**config.mk**
```make
export PLATFORM = sky130hd
export DESIGN_NAME = load_store_unit
export DESIGN_NICKNAME = d
export VERILOG_FILES = /design/src/rtl/load_store_unit.sv
export SDC_FILE = /design/constraint.sdc
export NUM_CORES = 1
export LEC_CHECK = 0
export CAP_MARGIN = 25
export CORE_AREA = 3 3 114 116
export DETAILED_ROUTE_END_ITERATION = 10
export DIE_AREA = 0 0 117 119
export PLACE_DENSITY_LB_ADDON = 0.08
export SYNTH_ARGS = -nofsm -noshare
export SYNTH_HDL_FRONTEND = slang
export SYNTH_SLANG_ARGS = --single-unit
```
**constraint.sdc**
```tcl
create_clock -name clk -period 4 [get_ports clk]
set_input_delay 0.8 -clock clk [delete_from_list [all_inputs] [get_ports clk]]
set_output_delay 0.8 -clock clk [all_outputs]
set_load 0.05 [all_outputs]
```
**src/rtl/load_store_unit.sv**
```systemverilog
// -----------------------------------------------------------------------------
// load_store_unit
//   Memory-side responder for the decoder's MEM controls. Converts one
//   load/store request into a single word-aligned data-bus transaction with
//   byte enables, returns aligned and sign/zero-extended load data, and stalls
//   the core while the bus is busy.
//
// Optional feature macro: LSU_TIMEOUT_EN
//   defined   : a 16-bit counter aborts a BUS wait after TIMEOUT_CYCLES
//               bus_req cycles without bus_ack (response with bus_error=1)
//   undefined : BUS waits indefinitely, bus_error is tied low
//
// Ports
//   clk, rst            clock (rising edge), asynchronous active-high reset
//   req_valid/req_ready request handshake from the MEM stage
//   MemRead, MemWrite   load / store request (store wins if both are set)
//   MemDataMask         01 byte, 10 half, 11/00 word
//   MemReadSignExtend   1 sign-extend loads, 0 zero-extend
//   addr, wdata         byte address and store data (LSBs significant)
//   resp_valid          1-cycle completion pulse
//   rdata               extended load data, valid with resp_valid
//   misaligned          qualifies resp_valid: no bus cycle was issued
//   bus_error           qualifies resp_valid: bus timeout
//   stall               hold the pipeline
//   bus_req..bus_wdata  registered data-bus request
//   bus_ack, bus_rdata  data-bus completion and read word
// -----------------------------------------------------------------------------
module load_store_unit #(
   parameter int unsigned TIMEOUT_CYCLES = 255
) (
   input  logic        clk,
   input  logic        rst,
   input  logic        req_valid,
   output logic        req_ready,
   input  logic        MemRead,
   input  logic        MemWrite,
   input  logic [1:0]  MemDataMask,
   input  logic        MemReadSignExtend,
   input  logic [31:0] addr,
   input  logic [31:0] wdata,
   output logic        resp_valid,
   output logic [31:0] rdata,
   output logic        misaligned,
   output logic        bus_error,
   output logic        stall,
   output logic        bus_req,
   output logic        bus_we,
   output logic [31:0] bus_addr,
   output logic [3:0]  bus_be,
   output logic [31:0] bus_wdata,
   input  logic        bus_ack,
   input  logic [31:0] bus_rdata
);

   typedef enum logic [1:0] {
      S_IDLE,
      S_BUS,
      S_RESP
   } state_t;

   state_t      state_q, state_d;
   logic        bus_req_q, bus_req_d;
   logic        bus_we_q, bus_we_d;
   logic [31:0] bus_addr_q, bus_addr_d;
   logic [3:0]  bus_be_q, bus_be_d;
   logic [31:0] bus_wdata_q, bus_wdata_d;
   logic [1:0]  mask_q, mask_d;
   logic        sext_q, sext_d;
   logic [1:0]  off_q, off_d;
   logic [31:0] rdata_q, rdata_d;
   logic        mis_q, mis_d;

   logic        accept;
   logic        req_byte, req_half, req_mis;
   logic [3:0]  req_be;
   logic [31:0] req_wdata;
   logic [31:0] shifted;
   logic [31:0] load_ext;
   logic        timeout_hit;

`ifdef LSU_TIMEOUT_EN
   localparam logic [15:0] TO_LAST = 16'(TIMEOUT_CYCLES - 1);
   logic [15:0] cnt_q, cnt_d;
   logic        err_q, err_d;
`endif

   // Request decode (combinational on the live request fields)
   always_comb begin
      accept    = (state_q == S_IDLE) && req_valid && (MemRead || MemWrite);
      req_byte  = (MemDataMask == 2'b01);
      req_half  = (MemDataMask == 2'b10);
      req_mis   = (req_half && addr[0]) ||
                  (!req_byte && !req_half && (addr[1:0] != 2'b00));
      req_be    = 4'b1111;
      req_wdata = wdata;
      if (req_byte) begin
         req_be    = 4'b0001 << addr[1:0];
         req_wdata = {4{wdata[7:0]}};
      end else if (req_half) begin
         req_be    = addr[1] ? 4'b1100 : 4'b0011;
         req_wdata = {2{wdata[15:0]}};
      end
   end

   // Load alignment: bring the addressed lane down to bit 0, then extend
   always_comb begin
      shifted  = bus_rdata >> {off_q, 3'b000};
      load_ext = shifted;
      if (mask_q == 2'b01) begin
         load_ext = {{24{sext_q & shifted[7]}}, shifted[7:0]};
      end else if (mask_q == 2'b10) begin
         load_ext = {{16{sext_q & shifted[15]}}, shifted[15:0]};
      end
   end

`ifdef LSU_TIMEOUT_EN
   assign timeout_hit = (cnt_q == TO_LAST);
`else
   assign timeout_hit = 1'b0;
`endif

   // Next-state logic
   always_comb begin
      state_d     = state_q;
      bus_req_d   = bus_req_q;
      bus_we_d    = bus_we_q;
      bus_addr_d  = bus_addr_q;
      bus_be_d    = bus_be_q;
      bus_wdata_d = bus_wdata_q;
      mask_d      = mask_q;
      sext_d      = sext_q;
      off_d       = off_q;
      rdata_d     = rdata_q;
      mis_d       = mis_q;
`ifdef LSU_TIMEOUT_EN
      cnt_d       = cnt_q;
      err_d       = err_q;
`endif
      unique case (state_q)
         S_IDLE: begin
            if (accept) begin
               bus_we_d    = MemWrite;
               bus_addr_d  = {addr[31:2], 2'b00};
               bus_be_d    = req_be;
               bus_wdata_d = req_wdata;
               mask_d      = MemDataMask;
               sext_d      = MemReadSignExtend;
               off_d       = addr[1:0];
               rdata_d     = '0;
               mis_d       = req_mis;
`ifdef LSU_TIMEOUT_EN
               cnt_d       = '0;
               err_d       = 1'b0;
`endif
               if (req_mis) begin
                  state_d   = S_RESP;
                  bus_req_d = 1'b0;
               end else begin
                  state_d   = S_BUS;
                  bus_req_d = 1'b1;
               end
            end
         end
         S_BUS: begin
            // An ack on the final allowed cycle still completes normally
            if (bus_ack) begin
               state_d   = S_RESP;
               bus_req_d = 1'b0;
               rdata_d   = bus_we_q ? '0 : load_ext;
            end else if (timeout_hit) begin
               state_d   = S_RESP;
               bus_req_d = 1'b0;
               rdata_d   = '0;
`ifdef LSU_TIMEOUT_EN
               err_d     = 1'b1;
`endif
            end else begin
`ifdef LSU_TIMEOUT_EN
               cnt_d = cnt_q + 16'd1;
`endif
            end
         end
         S_RESP: begin
            state_d = S_IDLE;
         end
         default: begin
            state_d   = S_IDLE;
            bus_req_d = 1'b0;
         end
      endcase
   end

   always_ff @(posedge clk or posedge rst) begin
      if (rst) begin
         state_q     <= S_IDLE;
         bus_req_q   <= 1'b0;
         bus_we_q    <= 1'b0;
         bus_addr_q  <= '0;
         bus_be_q    <= '0;
         bus_wdata_q <= '0;
         mask_q      <= '0;
         sext_q      <= 1'b0;
         off_q       <= '0;
         rdata_q     <= '0;
         mis_q       <= 1'b0;
`ifdef LSU_TIMEOUT_EN
         cnt_q       <= '0;
         err_q       <= 1'b0;
`endif
      end else begin
         state_q     <= state_d;
         bus_req_q   <= bus_req_d;
         bus_we_q    <= bus_we_d;
         bus_addr_q  <= bus_addr_d;
         bus_be_q    <= bus_be_d;
         bus_wdata_q <= bus_wdata_d;
         mask_q      <= mask_d;
         sext_q      <= sext_d;
         off_q       <= off_d;
         rdata_q     <= rdata_d;
         mis_q       <= mis_d;
`ifdef LSU_TIMEOUT_EN
         cnt_q       <= cnt_d;
         err_q       <= err_d;
`endif
      end
   end

   // Outputs
   assign req_ready  = (state_q == S_IDLE);
   assign resp_valid = (state_q == S_RESP);
   assign rdata      = resp_valid ? rdata_q : '0;
   assign misaligned = resp_valid & mis_q;
`ifdef LSU_TIMEOUT_EN
   assign bus_error  = resp_valid & err_q;
`else
   assign bus_error  = 1'b0;
`endif
   assign stall      = accept || (state_q == S_BUS);
   assign bus_req    = bus_req_q;
   assign bus_we     = bus_we_q;
   assign bus_addr   = bus_addr_q;
   assign bus_be     = bus_be_q;
   assign bus_wdata  = bus_wdata_q;

endmodule

```
==> metrics <==
status finished, final reports clean; asr flop ratio synth 100%; die area 13,900 um2; Layout area overhead 47.2%; Setup crit start kind input pin; most frequent CP cell clkdlybuf4s50_1; slowest stage cell on the critical path clkdlybuf4s50_1; Post-CTS Hold Fix Bufs 0; type of the worst setup path input pin to output port; Core ar. 12,000 um2; GR Util All Layers 20.9%; Yosys warnings 0; Vias 4,356; Avg Cell Area, Syn 10.9 um2; distinct cell type count after synthesis 31; Critical Path End Type output port; Tmin final 3.21 ns; drt wl/cell 17.6 um; clk sink count 108; Fmax 0.311 GHz; most common cell after layout, fill and taps aside clkdlybuf4s50_1; Setup Skew 0.00599 ns; IO Count 212; Seq/Total Area, Yosys 51.7%; CTS buffer count 9; Hold WC Path Type flip-flop to flip-flop; Final ANT Viol Nets 0; CP Buf/Inv Count 2; maximum root-to-sink buffer count 2; post-CTS setup repair buffer count 0; worst IR drop on VDD 399 uV; crit-path max FO 5; Final Slew Violations 0; top_reg_cell synth dfrtp_1; post-DP HPWL 10,600 um; Mapped Area 5230 um2; drc violations 0; dpl ws 0.793 ns; Tot Pwr 5190 uW; pin count of the biggest net entering global routing 76; RSZ-0062 raised after global routing no; CTS tree built; clk_lat worst skew 0.34 ns; dpl cells 806; global-route wire length before repair 23,100 um; Min Hold Slack 0.480 ns; routed wire length 14,400 um; vias per inst 5.31; NumNets Final 777; Fin. Hold Viols 0; Final WS setup 0.788 ns; share of layout cells above drive strength 1 9.79%; num rows 40; Die Ht 119 um; buffers added on ports 208; GP Congestion 0.810; synthesis-stage register bit count 108; CP Data Required Time 3.20 ns; max_slew headroom 44.9%; Post-synth EDFFs 0; CTS Root Cell clkbuf_16; cells along the critical path clkdlybuf4s50_1 -> o21ai_1 -> a21oi_1 -> clkdlybuf4s50_1; Die W 117 um; PostCTS Resize Cnt 0; Ant. Diodes 0; Synth Instances 478; gr ovfl total 0; CTS clk-pin slew, worst paths 0.07 ns; Yosys top cell by area dfrtp_1; CP top delay family buffers and inverters; Tcrit/Tclk final 80.3%; Leak 0.00329 uW; number of DRC markers in iteration 0 216; fin cells 821; H-tree depth 3; DR pass1 iterations 4; antenna violations before repair 0; synth top area cells dfrtp_1, mux2i_1, mux2_2; max_cap viols 0; commonest cells after routing, fill and taps aside clkdlybuf4s50_1, dfrtp_1, o21ai_0; Crit path largest cell delay 0.81 ns; critical path arrival 2.41 ns; Initial Utilization 43.5%; top cell type's share of synthesized area 51.7%; Post-Route Setup TNS 0 ns; vias in the first global route 4,598; endpoints failing setup 0; Pwr per Cell Area 675 nW/um2; Worst Max-Slew Pin Slew 0.825 ns
worst register-to-register path: cells and delay by family, from the launching register on:
family	cells	cell delay, ns
AOI/OAI and AO/OA	2	0.71
DFF	1	0.39
and+or+nand+nor	2	1.06
area by class of cell:
| type | count | area (um2) |
|---|---|---|
| Inverter | 5 | 21.3 |
| Timing Repair Buffer | 218 | 2170 |
| Multi-Input combinational cell | 328 | 2330 |
| Sequential cell | 108 | 2700 |
| Tap cell | 147 | 184 |
| Clock inverter | 4 | 48.8 |
| Fill cell | 1005 | 4310 |
| Clock buffer | 11 | 243 |
through the flow:
stage | instance area (um2) | util (%)
after floorplan | 5240 | -
after global placement | 7410 | 61.7
after detailed placement | 7410 | 61.7
after CTS | 7700 | 64.1
after global routing | 7700 | 64.1
final | 7700 | 64.1
worst paths after layout:
| check | start | end | cells past startpoint | slack, ns |
|---|---|---|---|---|
| setup / recovery | MemWrite | stall | 4 | 0.79 |
| hold / removal | bus_wdata[30] | bus_wdata[30] | 2 | 0.48 |
| setup reg to reg | mask_q[1] | rdata_q[19] | 4 | 1.73 |
| hold reg to reg | bus_wdata[30] | bus_wdata[30] | 2 | 0.48 |
| max in group asynchronous | rst | rdata_q[19] | 3 | 2.16 |
| min in group asynchronous | rst | bus_addr[30] | 2 | 0.94 |
flip-flops by register name, indices dropped and copies added (netlist names), 2 cells and up:
register and flops:
mask_q 2, bus_wdata 32, bus_addr 30, rdata_q 32, state_q 2, bus_be 4
off_q 2
report_power, final:
group / internal (uW) / switching (uW)
combinational: 959 / 1680
sequential: 1450 / 216
clock: 500 / 386
cells in the mapped netlist (all sizes together), types with 2 or more instances:
library cell  count
a32o             16
inv               5
nor2             17
mux2             42
dfrtp           108
clkbuf           16
mux2i            41
and2             33
a21oi            31
o21ai            49
nand2            44
buf              23
o221ai            2
a211o             7
a22o              8
ha                2
o2bb2ai           9
nor2b            11
nand2b            8
logic make-up after synthesis:
logic type	Yosys count	synth area share, %
AOI/OAI and AO/OA	122	15.2
adders and majority gates	2	0.479
buffers and inverters	44	4.07
DFF	108	51.7
muxes	83	16.9
other	1	0.0717
and+or+nand+nor	118	11.6
metal layers:
layer  up-vias  track usage [%]  part of all wire [%]
met2       159             35.0                    50
met4         0             5.23                   1.1
met5         -                0                     0
li1       2064                -                     -
met3        12             6.35                   8.5
met1      2121             26.2                    40
Power figures use the tool's default switching activity.
